**src/rtl/adc_spi_pkg.sv**
```systemverilog
// ---------------------------------------------------------------------------
// adc_spi_pkg
//   Shared constants for the ADC SPI link: FSM state encodings, config word
//   bit positions, reset config and the data/config widths that the SPI
//   master also uses.
// ---------------------------------------------------------------------------
package adc_spi_pkg;

    localparam int DATA_BITS = 12;
    localparam int CFG_BITS  = 6;

    localparam logic [1:0] ST_IDLE     = 2'd0;
    localparam logic [1:0] ST_CONVERT  = 2'd1;
    localparam logic [1:0] ST_WAIT_LOW = 2'd2;
    localparam logic [1:0] ST_SHIFT    = 2'd3;

    // Config word {S/D, O/S, S1, S0, UNI, SLP}
    localparam int CFG_SD  = 5;
    localparam int CFG_OS  = 4;
    localparam int CFG_S1  = 3;
    localparam int CFG_S0  = 2;
    localparam int CFG_UNI = 1;
    localparam int CFG_SLP = 0;

    // ch0, single-ended, unipolar
    localparam logic [CFG_BITS-1:0] CFG_DEFAULT = 6'b100010;

    function automatic logic [2:0] cfg_channel(input logic [CFG_BITS-1:0] cfg);
        return {cfg[CFG_S1], cfg[CFG_S0], cfg[CFG_OS]};
    endfunction

endpackage

```
**src/rtl/sync_edge.sv**
```systemverilog
// ---------------------------------------------------------------------------
// sync_edge
//   Brings an asynchronous input into the clk domain through STAGES flops
//   (STAGES >= 2) and produces single-cycle rise/fall pulses.
//   clk, reset_n : clock, async active-low reset
//   din          : asynchronous input
//   level        : synchronized level
//   rise, fall   : 1-cycle pulses on synchronized transitions
// ---------------------------------------------------------------------------
module sync_edge #(
    parameter int STAGES = 2
) (
    input  logic clk,
    input  logic reset_n,
    input  logic din,
    output logic level,
    output logic rise,
    output logic fall
);

    logic [STAGES-1:0] sync_q;
    logic              level_q;

    always_ff @(posedge clk or negedge reset_n) begin
        if (!reset_n) begin
            sync_q  <= '0;
            level_q <= 1'b0;
        end else begin
            sync_q  <= {sync_q[STAGES-2:0], din};
            level_q <= sync_q[STAGES-1];
        end
    end

    assign level = sync_q[STAGES-1];
    assign rise  = level & ~level_q;
    assign fall  = ~level & level_q;

endmodule

```
**src/rtl/adc_spi_responder.sv**
```systemverilog
// ---------------------------------------------------------------------------
// adc_spi_responder
//   ADC-side end of the CONVST/SCK/SDI/SDO link. Emulates a 12-bit 8-channel
//   converter: CONVST captures sample_data, a fixed conversion time runs,
//   then a 12-clock frame shifts the result out on spi_sdo (MSB first, on SCK
//   fall) while the next config word shifts in on spi_sdi (on SCK rise).
//
//   state    | meaning
//   ---------+----------------------------------------------------------
//   IDLE     | waiting for CONVST rise
//   CONVERT  | conversion timer running, busy high
//   WAIT_LOW | conversion done, waiting for CONVST low to present MSB
//   SHIFT    | frame in progress
//
//   Ports: clk, reset_n; CONVST/spi_scl/spi_sdi async from the master;
//   spi_sdo result bit; sample_req/sample_ch/sample_data fabric sample
//   handshake; cfg_out active config; busy; frame_done/frame_abort pulses.
// ---------------------------------------------------------------------------
module adc_spi_responder
    import adc_spi_pkg::*;
#(
    parameter int CONV_CYCLES = 80,
    parameter int SYNC_STAGES = 2
) (
    input  logic                 clk,
    input  logic                 reset_n,
    input  logic                 CONVST,
    input  logic                 spi_scl,
    input  logic                 spi_sdi,
    output logic                 spi_sdo,
    output logic                 sample_req,
    output logic [2:0]           sample_ch,
    input  logic [DATA_BITS-1:0] sample_data,
    output logic [CFG_BITS-1:0]  cfg_out,
    output logic                 busy,
    output logic                 frame_done,
    output logic                 frame_abort
);

    localparam int CNT_W = $clog2(CONV_CYCLES);
    localparam logic [DATA_BITS-1:0] BIPOLAR_FLIP = {1'b1, {(DATA_BITS-1){1'b0}}};

    logic cv_level, cv_rise, cv_fall_unused;
    logic sck_level_unused, sck_rise, sck_fall;
    logic sdi_level, sdi_rise_unused, sdi_fall_unused;

    sync_edge #(.STAGES(SYNC_STAGES)) u_sync_cv (
        .clk(clk), .reset_n(reset_n), .din(CONVST),
        .level(cv_level), .rise(cv_rise), .fall(cv_fall_unused)
    );

    sync_edge #(.STAGES(SYNC_STAGES)) u_sync_sck (
        .clk(clk), .reset_n(reset_n), .din(spi_scl),
        .level(sck_level_unused), .rise(sck_rise), .fall(sck_fall)
    );

    // SDI goes through the same depth as SCK so its level lines up with sck_rise.
    sync_edge #(.STAGES(SYNC_STAGES)) u_sync_sdi (
        .clk(clk), .reset_n(reset_n), .din(spi_sdi),
        .level(sdi_level), .rise(sdi_rise_unused), .fall(sdi_fall_unused)
    );

    logic [1:0]           state;
    logic [CNT_W-1:0]     conv_cnt;
    logic [3:0]           bit_cnt;
    logic [DATA_BITS-1:0] data_sr;
    logic [CFG_BITS-1:0]  cfg_sr;
    logic                 start_conv;

    // A CONVST rise mid-frame aborts the frame and restarts like IDLE; it also
    // takes priority over any SCK edge seen in the same cycle.
    assign start_conv = cv_rise && (state == ST_IDLE || state == ST_SHIFT);

    always_ff @(posedge clk or negedge reset_n) begin
        if (!reset_n) begin
            state       <= ST_IDLE;
            conv_cnt    <= '0;
            bit_cnt     <= '0;
            data_sr     <= '0;
            cfg_sr      <= '0;
            cfg_out     <= CFG_DEFAULT;
            sample_ch   <= '0;
            spi_sdo     <= 1'b0;
            sample_req  <= 1'b0;
            busy        <= 1'b0;
            frame_done  <= 1'b0;
            frame_abort <= 1'b0;
        end else begin
            sample_req  <= 1'b0;
            frame_done  <= 1'b0;
            frame_abort <= 1'b0;
            if (start_conv) begin
                frame_abort <= (state == ST_SHIFT);
                sample_req  <= 1'b1;
                data_sr     <= cfg_out[CFG_UNI] ? sample_data : (sample_data ^ BIPOLAR_FLIP);
                sample_ch   <= cfg_channel(cfg_out);
                conv_cnt    <= CNT_W'(CONV_CYCLES - 1);
                busy        <= 1'b1;
                spi_sdo     <= 1'b0;
                bit_cnt     <= '0;
                cfg_sr      <= '0;
                state       <= ST_CONVERT;
            end else begin
                case (state)
                    ST_CONVERT: begin
                        if (conv_cnt == '0) begin
                            busy  <= 1'b0;
                            state <= ST_WAIT_LOW;
                        end else begin
                            conv_cnt <= conv_cnt - 1'b1;
                        end
                    end
                    ST_WAIT_LOW: begin
                        if (!cv_level) begin
                            spi_sdo <= data_sr[DATA_BITS-1];
                            data_sr <= data_sr << 1;
                            bit_cnt <= '0;
                            state   <= ST_SHIFT;
                        end
                    end
                    ST_SHIFT: begin
                        if (sck_rise) begin
                            if (bit_cnt < 4'(CFG_BITS))
                                cfg_sr <= {cfg_sr[CFG_BITS-2:0], sdi_level};
                            bit_cnt <= bit_cnt + 1'b1;
                        end else if (sck_fall && bit_cnt != '0) begin
                            // bit_cnt counts rises, so this fall ends bit (bit_cnt-1)
                            if (bit_cnt == 4'(DATA_BITS)) begin
                                frame_done <= 1'b1;
                                cfg_out    <= cfg_sr;
                                spi_sdo    <= 1'b0;
                                state      <= ST_IDLE;
                            end else begin
                                spi_sdo <= data_sr[DATA_BITS-1];
                                data_sr <= data_sr << 1;
                            end
                        end
                    end
                    default: ;
                endcase
            end
        end
    end

endmodule

```
**config.mk**
```make
export PLATFORM = sky130hd
export DESIGN_NAME = adc_spi_responder
export DESIGN_NICKNAME = d
export VERILOG_FILES = /design/src/rtl/adc_spi_pkg.sv /design/src/rtl/sync_edge.sv /design/src/rtl/adc_spi_responder.sv
export SDC_FILE = /design/constraint.sdc
export NUM_CORES = 1
export LEC_CHECK = 0
export CELL_PAD_IN_SITES_DETAIL_PLACEMENT = 0
export CELL_PAD_IN_SITES_GLOBAL_PLACEMENT = 1
export CORE_ASPECT_RATIO = 1.75
export CORE_UTILIZATION = 43
export DETAILED_ROUTE_END_ITERATION = 7
export GPL_ROUTABILITY_DRIVEN = 0
export PLACE_DENSITY_LB_ADDON = 0.1
export SYNTH_ARGS = -nofsm -noshare
export SYNTH_HDL_FRONTEND = slang
export SYNTH_SLANG_ARGS = --single-unit
```
**constraint.sdc**
```tcl
create_clock -name clk -period 2.5 [get_ports clk]
set_input_delay 0.75 -clock clk [delete_from_list [all_inputs] [get_ports clk]]
set_output_delay 0.75 -clock clk [all_outputs]
set_load 0.02 [all_outputs]
```
==> impl_metrics.csv, run 1 <==
group,metric,value,unit
timing,rsz0062_at_grt,"false",
clock_tree,clockBufferDepth,2,
clock_tree,cts-buffers-inserted,5,
drt,drt-initial-drc-count,25,
timing,fin_hold_ws,357,ps
clock_tree,path_clk_slew,90,ps
finish,n_antenna_cell,0,
grt,overflow,0,
clock_tree,cts_tree,"yes",
synth,ys_ff_latch,53,
finish,fillCellCount,496,
floorplan,die_area,0.00584,mm^2
run_status,status,"finished clean",
finish,drive_gt1_frac,0.150,
synth,syn_avg_cell_area,10.9,um^2
clock_tree,worstSkewPairLatency,300,ps
grt,grt_start_max_net_pins,31,
finish,multi_input_area,976,um^2
worst_setup_path,worst_ep_arrival_time,1470,ps
synth,synth_cells,217,
timing,hold_violations,0,
power_and_ir_drop,p_per_area,966,mW/mm^2
worst_setup_path,crit_path_max_incr_delay,600,ps
worst_setup_path,cp.buffers_inverters,1,
timing,fmax,451,MHz
timing,slew_viol_final,0,
timing,post-route-period-util,0.887,
finish,nets,278,
floorplan,die_h,100,um
drt,firstDrtPassIters,4,
timing,setup_tns,0,ps
clock_tree,ctsResizeCount,0,
drt,drtAntennaViolNets,0,
power_and_ir_drop,leakagePower,1.36,nW
floorplan,die_w,58.2,um
drt,route.detailed.drc,0,
worst_setup_path,crit_path_start_kind,"register",
timing,fin_skew,6.29,ps
synth,synth_nets,242,
power_and_ir_drop,vdd_ir_drop_max,678,uV
grt,antenna_found_initial,0,
place,hpwl,3.06,mm
worst_setup_path,cp_slowest_cell,"clkdlybuf4s50_1",
floorplan,core,0.00530,mm^2
floorplan,initial_core_util,0.448,
finish,regArea,0.00133,mm^2
synth,seq_area_frac_synth,0.559,
grt,grt_pass1_wl,7.84,mm
synth,syn-cell-area,0.00238,mm^2
drt,vias,1654,
worst_setup_path,crit_chain,"clkdlybuf4s50_1",
place,dp_cells,320,
timing,setup_viol,0,
worst_setup_path,cp-end-kind,"output pin",
finish,fin_cells,328,
place,port-buffer-count,30,
clock_tree,cts_setup_buffers,0,
drt,wirelength,4.28,mm
floorplan,io_pins,31,
min_path,hold_path_class,"reg -> reg",
finish,area_growth,22.5,%
worst_setup_path,required,1750,ps
clock_tree,cts.htree.levels,2,
timing,fin_crit,2220,ps
job,max_cap_viol_count,0,
timing,relSlewSlack,0.632,
worst_setup_path,cp_top_family,"buffers and inverters",
synth,ys_types,37,
drt,wl_per_cell,13.1,um
grt,grtUsageTotal,0.172,
worst_setup_path,worstSetupPathType,"reg -> out",
clock_tree,cts_sinks,53,
floorplan,floorplan.rows,35,
timing,tightest_slew,552,ps
grt,grt_pass1_vias,1725,
synth,yosysWarningCount,0,
worst_setup_path,worst-path-max-fanout,3,
clock_tree,postCtsHoldBufs,0,
clock_tree,cts_root_buffer,"clkbuf_8",
drt,viasPerCell,5.04,
[per-layer routing]
metal | track usage | up-vias | routed length [um]
li1 | - | 803 | -
met1 | 0.216 | 813 | 1840
met2 | 0.299 | 33 | 2290
met3 | 0.0271 | 5 | 95
met4 | 0.0549 | 0 | 59
met5 | 0 | - | 0
[area by class of cell]
| cell class | instances | share of cell area |
|---|---|---|
| Multi-Input combinational cell | 147 | 0.335 |
| Tap cell | 74 | 0.0318 |
| Timing Repair Buffer | 37 | 0.124 |
| Clock inverter | 2 | 0.0129 |
| Clock buffer | 6 | 0.0284 |
| Inverter | 9 | 0.0116 |
| Sequential cell | 53 | 0.456 |
[power breakdown]
group	leakage [nW]	internal, W	switching [W]
registers	0.668	0.00104	0.000117
clock network	0.0574	0.000326	0.000280
logic	0.638	0.000501	0.000545
[kinds of logic (layout without fill, tap and decap cells)]
| logic type | Yosys count | count (layout) | synth area share |
|---|---|---|---|
| DFF | 53 | 53 | 0.559 |
| adders and majority gates | 8 | 8 | 0.0421 |
| buffers and inverters | 17 | 54 | 0.0300 |
| muxes | 24 | 24 | 0.111 |
| xor gates and xnor gates | 5 | 5 | 0.0184 |
| and+or+nand+nor | 80 | 80 | 0.152 |
| AOI/OAI and AO/OA | 30 | 30 | 0.0874 |
[flip-flops by register name, indices dropped and copies added (netlist names)]
| register | flops |
|---|---|
| cfg_sr | 6 |
| u_sync_sck.sync_q | 2 |
| u_sync_cv.sync_q | 2 |
| u_sync_cv.level_q | 1 |
| sample_ch | 3 |
| sample_req | 1 |
| state | 2 |
| cfg_out | 6 |
| bit_cnt | 4 |
| frame_abort | 1 |
| u_sync_sdi.sync_q | 2 |
| spi_sdo | 1 |
| frame_done | 1 |
| u_sync_sck.level_q | 1 |
| busy | 1 |
| conv_cnt | 7 |
| data_sr | 12 |
[cell usage in the layout, fill, tap and decap left out, drive strengths merged, types with 3 or more instances in the layout]
| cell type | n |
|---|---|
| a21oi | 4 |
| buf | 8 |
| clkbuf | 6 |
| clkdlybuf4s50 | 29 |
| dfrtp | 51 |
| ha | 8 |
| inv | 9 |
| mux2 | 18 |
| mux2i | 6 |
| nand2 | 49 |
| nand3 | 5 |
| nor2 | 9 |
| o211ai | 3 |
| o21ai | 11 |
| o31ai | 4 |
| or4 | 3 |
| xor2 | 4 |
[final timing paths]
kind / start / to / slack (ps) / depth (start not counted)
max: cfg_out[1]$_DFFE_PN1P_ / cfg_out[1] / 280 / 1
min reg2reg: u_sync_sck.sync_q[0]$_DFF_PN0_ / u_sync_sck.sync_q[1]$_DFF_PN0_ / 360 / 0
max in group asynchronous: reset_n / cfg_out[1]$_DFFE_PN1P_ / 1470 / 2
max reg2reg: state[0]$_DFFE_PN0P_ / data_sr[11]$_DFFE_PN0P_ / 360 / 6
min in group asynchronous: reset_n / cfg_sr[5]$_DFFE_PN0P_ / 420 / 1
min: u_sync_sck.sync_q[0]$_DFF_PN0_ / u_sync_sck.sync_q[1]$_DFF_PN0_ / 360 / 0
[cell usage after synthesis]
cell / n / area, um^2
o2111ai_1: 1 / 8.76
a2bb2oi_1: 1 / 8.76
o211ai_1: 3 / 22.5
o21ai_0: 10 / 50.1
o31ai_1: 4 / 30.0
buf_2: 6 / 30.0
ha_1: 8 / 100
nand3_1: 5 / 25.0
o221ai_1: 1 / 8.76
and3_1: 1 / 6.26
or3_1: 2 / 12.5
inv_1: 9 / 33.8
xor2_1: 4 / 35.0
a21oi_1: 4 / 20.0
mux2i_1: 6 / 60.1
dfrtp_1: 51 / 1280
o21a_1: 2 / 15.0
nor2_1: 9 / 33.8
nand2_1: 49 / 184
and3b_1: 1 / 8.76
nand2b_1: 2 / 12.5
nor3_2: 1 / 10.0
o311ai_0: 1 / 8.76
o21ai_4: 1 / 16.3
nand4_1: 1 / 6.26
nor2b_1: 1 / 6.26
xnor2_1: 1 / 8.76
nor3_1: 1 / 5.00
o2bb2ai_1: 1 / 8.76
a32o_1: 1 / 10.0
nand3b_1: 1 / 7.51
clkbuf_1: 2 / 7.51
dfstp_2: 2 / 52.6
nor3b_1: 2 / 15.0
or4_1: 3 / 22.5
and2_1: 1 / 6.26
mux2_2: 18 / 203
[stage by stage]
step,area (um^2),setup slack [ps],utilization,power [W]
6_report,2910,283,0.549,0.00281
5_1_grt,2910,233,0.549,0.00303
4_1_cts,2910,269,0.549,0.00286
3_5_place_dp,2790,358,0.527,0.00224
3_3_place_gp,2790,389,0.527,0.00222
2_1_floorplan,2380,598,-,0.00195
No activity file was read; power rests on OpenSTA's default activity.
==> inputs of run 2 (changes only) <==
- CORE_MARGIN: default -> 4
==> run 2 against run 1 <==
  * First-iteration DRC count up 68%
  * Total power down 4.0%
  * Sequential share of layout area up 0.54 points
  * Worst hold slack about the same
  * Largest cell class unchanged
==> impl_metrics.csv, run 2 (synthesis gave the netlist of run 1 again) <==
group,metric,value,unit
timing,post-route-period-util,0.891,
finish,final_common_cell,"dfrtp_1",
drt,drt-initial-drc-count,42,
place,port-buffer-count,30,
min_path,hold_path_end,"u_sync_sck.sync_q[1]$_DFF_PN0_",
finish,nets,277,
worst_setup_path,cp_slowest_cell,"clkdlybuf4s50_1",
timing,fin_crit,2230,ps
min_path,hold_path_class,"reg -> reg",
grt,antenna_found_initial,0,
place,dpl_cell_area,0.00278,mm^2
min_path,min_path_cells,0,
worst_setup_path,cp.buffers_inverters,1,
clock_tree,cts.htree.levels,2,
worst_setup_path,crit_path_start_kind,"register",
worst_setup_path,r2r-end,"data_sr[9]$_DFFE_PN0P_",
run_status,status,"finished clean",
floorplan,core,0.00530,mm^2
timing,setup_viol,0,
drt,wl_per_cell,13.8,um
worst_setup_path,required,1750,ps
clock_tree,ctsResizeCount,0,
finish,final_cell_mix,"51 x dfrtp_1, 49 x nand2_1, 29 x clkdlybuf4s50_1",
grt,grt_start_max_net_pins,54,
finish,largest_reg_flops,12,
worst_setup_path,r2r_cells,6,
job,max_cap_viol_count,0,
worst_setup_path,cp_top_family,"buffers and inverters",
finish,n_antenna_cell,0,
worst_setup_path,worst_ep_arrival_time,1480,ps
clock_tree,cts_setup_buffers,0,
place,hpwl,3.18,mm
drt,viasPerCell,4.99,
power_and_ir_drop,p_per_area,939,mW/mm^2
floorplan,floorplan.rows,35,
floorplan,die_h,106,um
clock_tree,cts_root_buffer,"clkbuf_8",
floorplan,die_w,64.2,um
timing,hold_violations,0,
clock_tree,postCtsHoldBufs,0,
timing,slew_viol_final,0,
timing,fmax,449,MHz
clock_tree,worstSkewPairLatency,310,ps
worst_setup_path,worstSetupPathType,"reg -> out",
finish,final_area,0.00288,mm^2
drt,wirelength,4.50,mm
finish,regMostFlops,"data_sr",
power_and_ir_drop,vdd_ir_drop_max,606,uV
finish,fillCellCount,480,
clock_tree,cts_tree,"yes",
floorplan,initial_core_util,0.448,
clock_tree,path_clk_slew,100,ps
floorplan,io_pins,31,
drt,vias,1631,
worst_setup_path,crit_path_max_incr_delay,600,ps
timing,relSlewSlack,0.634,
finish,largestRegisters,"data_sr x12, conv_cnt x7",
min_path,hold_path.startpoint,"u_sync_sck.sync_q[0]$_DFF_PN0_",
worst_setup_path,regToRegStartpoint,"state[0]$_DFFE_PN0P_",
drt,drtAntennaViolNets,0,
worst_setup_path,crit_chain,"clkdlybuf4s50_1",
grt,grt_pass1_vias,1712,
grt,overflow,0,
clock_tree,cts_sinks,53,
clock_tree,clockBufferDepth,2,
drt,firstDrtPassIters,4,
worst_setup_path,cp-end-kind,"output pin",
timing,tightest_slew,549,ps
finish,area_growth,21.1,%
floorplan,die_area,0.00683,mm^2
power_and_ir_drop,leakagePower,1.35,nW
timing,rsz0062_at_grt,"false",
grt,grt_pass1_wl,7.98,mm
worst_setup_path,worst-path-max-fanout,3,
finish,drive_gt1_frac,0.146,
timing,fin_skew,8.83,ps
drt,route.detailed.drc,0,
timing,setup_tns,0,ps
worst_setup_path,rrSetupSlack,390,ps
grt,grtUsageTotal,0.148,
clock_tree,cts-buffers-inserted,5,
run 2: layout make-up:
class	count	area, um^2	area share
clock inverters	3	25.0	0.00870
inverters	9	33.8	0.0117
multi-input cells	147	976	0.339
clock buffers	5	68.8	0.0239
repair buffers	36	353	0.123
well taps	74	92.6	0.0322
flip-flops and latches	53	1330	0.462
run 2: per-stage QoR:
stage                     utilization  std cells  hold slack [ps]  setup slack [ps]  total power (W)
after floorplan                     -        217              331               598          0.00195
after global placement          0.525        319              334               406          0.00223
after detailed placement        0.525        319              339               370          0.00224
after CTS                       0.543        327              362               243          0.00275
after global routing            0.543        327              378               207          0.00294
final                           0.543        327              357               271          0.00270
run 2: how the worst max path moves through the flow:
stage                      startpoint                      to  slack (ps)  depth (start not counted)
3_5_place_dp     state[0]$_DFFE_PN0P_  data_sr[1]$_DFFE_PN0P_         370                          6
3_3_place_gp   bit_cnt[0]$_DFFE_PN0P_  data_sr[5]$_DFFE_PN0P_         410                          6
4_1_cts        cfg_out[1]$_DFFE_PN1P_              cfg_out[1]         240                          1
6_report       cfg_out[1]$_DFFE_PN1P_              cfg_out[1]         270                          1
5_1_grt          state[0]$_DFFE_PN0P_  data_sr[9]$_DFFE_PN0P_         210                          6
2_1_floorplan    state[0]$_DFFE_PN0P_     spi_sdo$_DFFE_PN0P_         600                          7
run 2: per-layer routing:
metal | vias to the layer above | part of all wire | track usage
li1 | 807 | - | -
met1 | 785 | 0.41 | 0.173
met2 | 31 | 0.53 | 0.261
met3 | 8 | 0.035 | 0.0338
met4 | 0 | 0.019 | 0.0560
met5 | - | 0 | 0
run 2: power breakdown:
part	switching, W	internal [W]
registers	0.000118	0.00104
logic	0.000546	0.000499
clock network	0.000291	0.000203
==> inputs of run 3 (changes only) <==
- CTS_CLUSTER_DIAMETER: default -> 30
- SKIP_LAST_GASP: default -> 1
==> results of run 3 <==
Same layout as run 2: the final DEF is identical, and so are final timing and power.
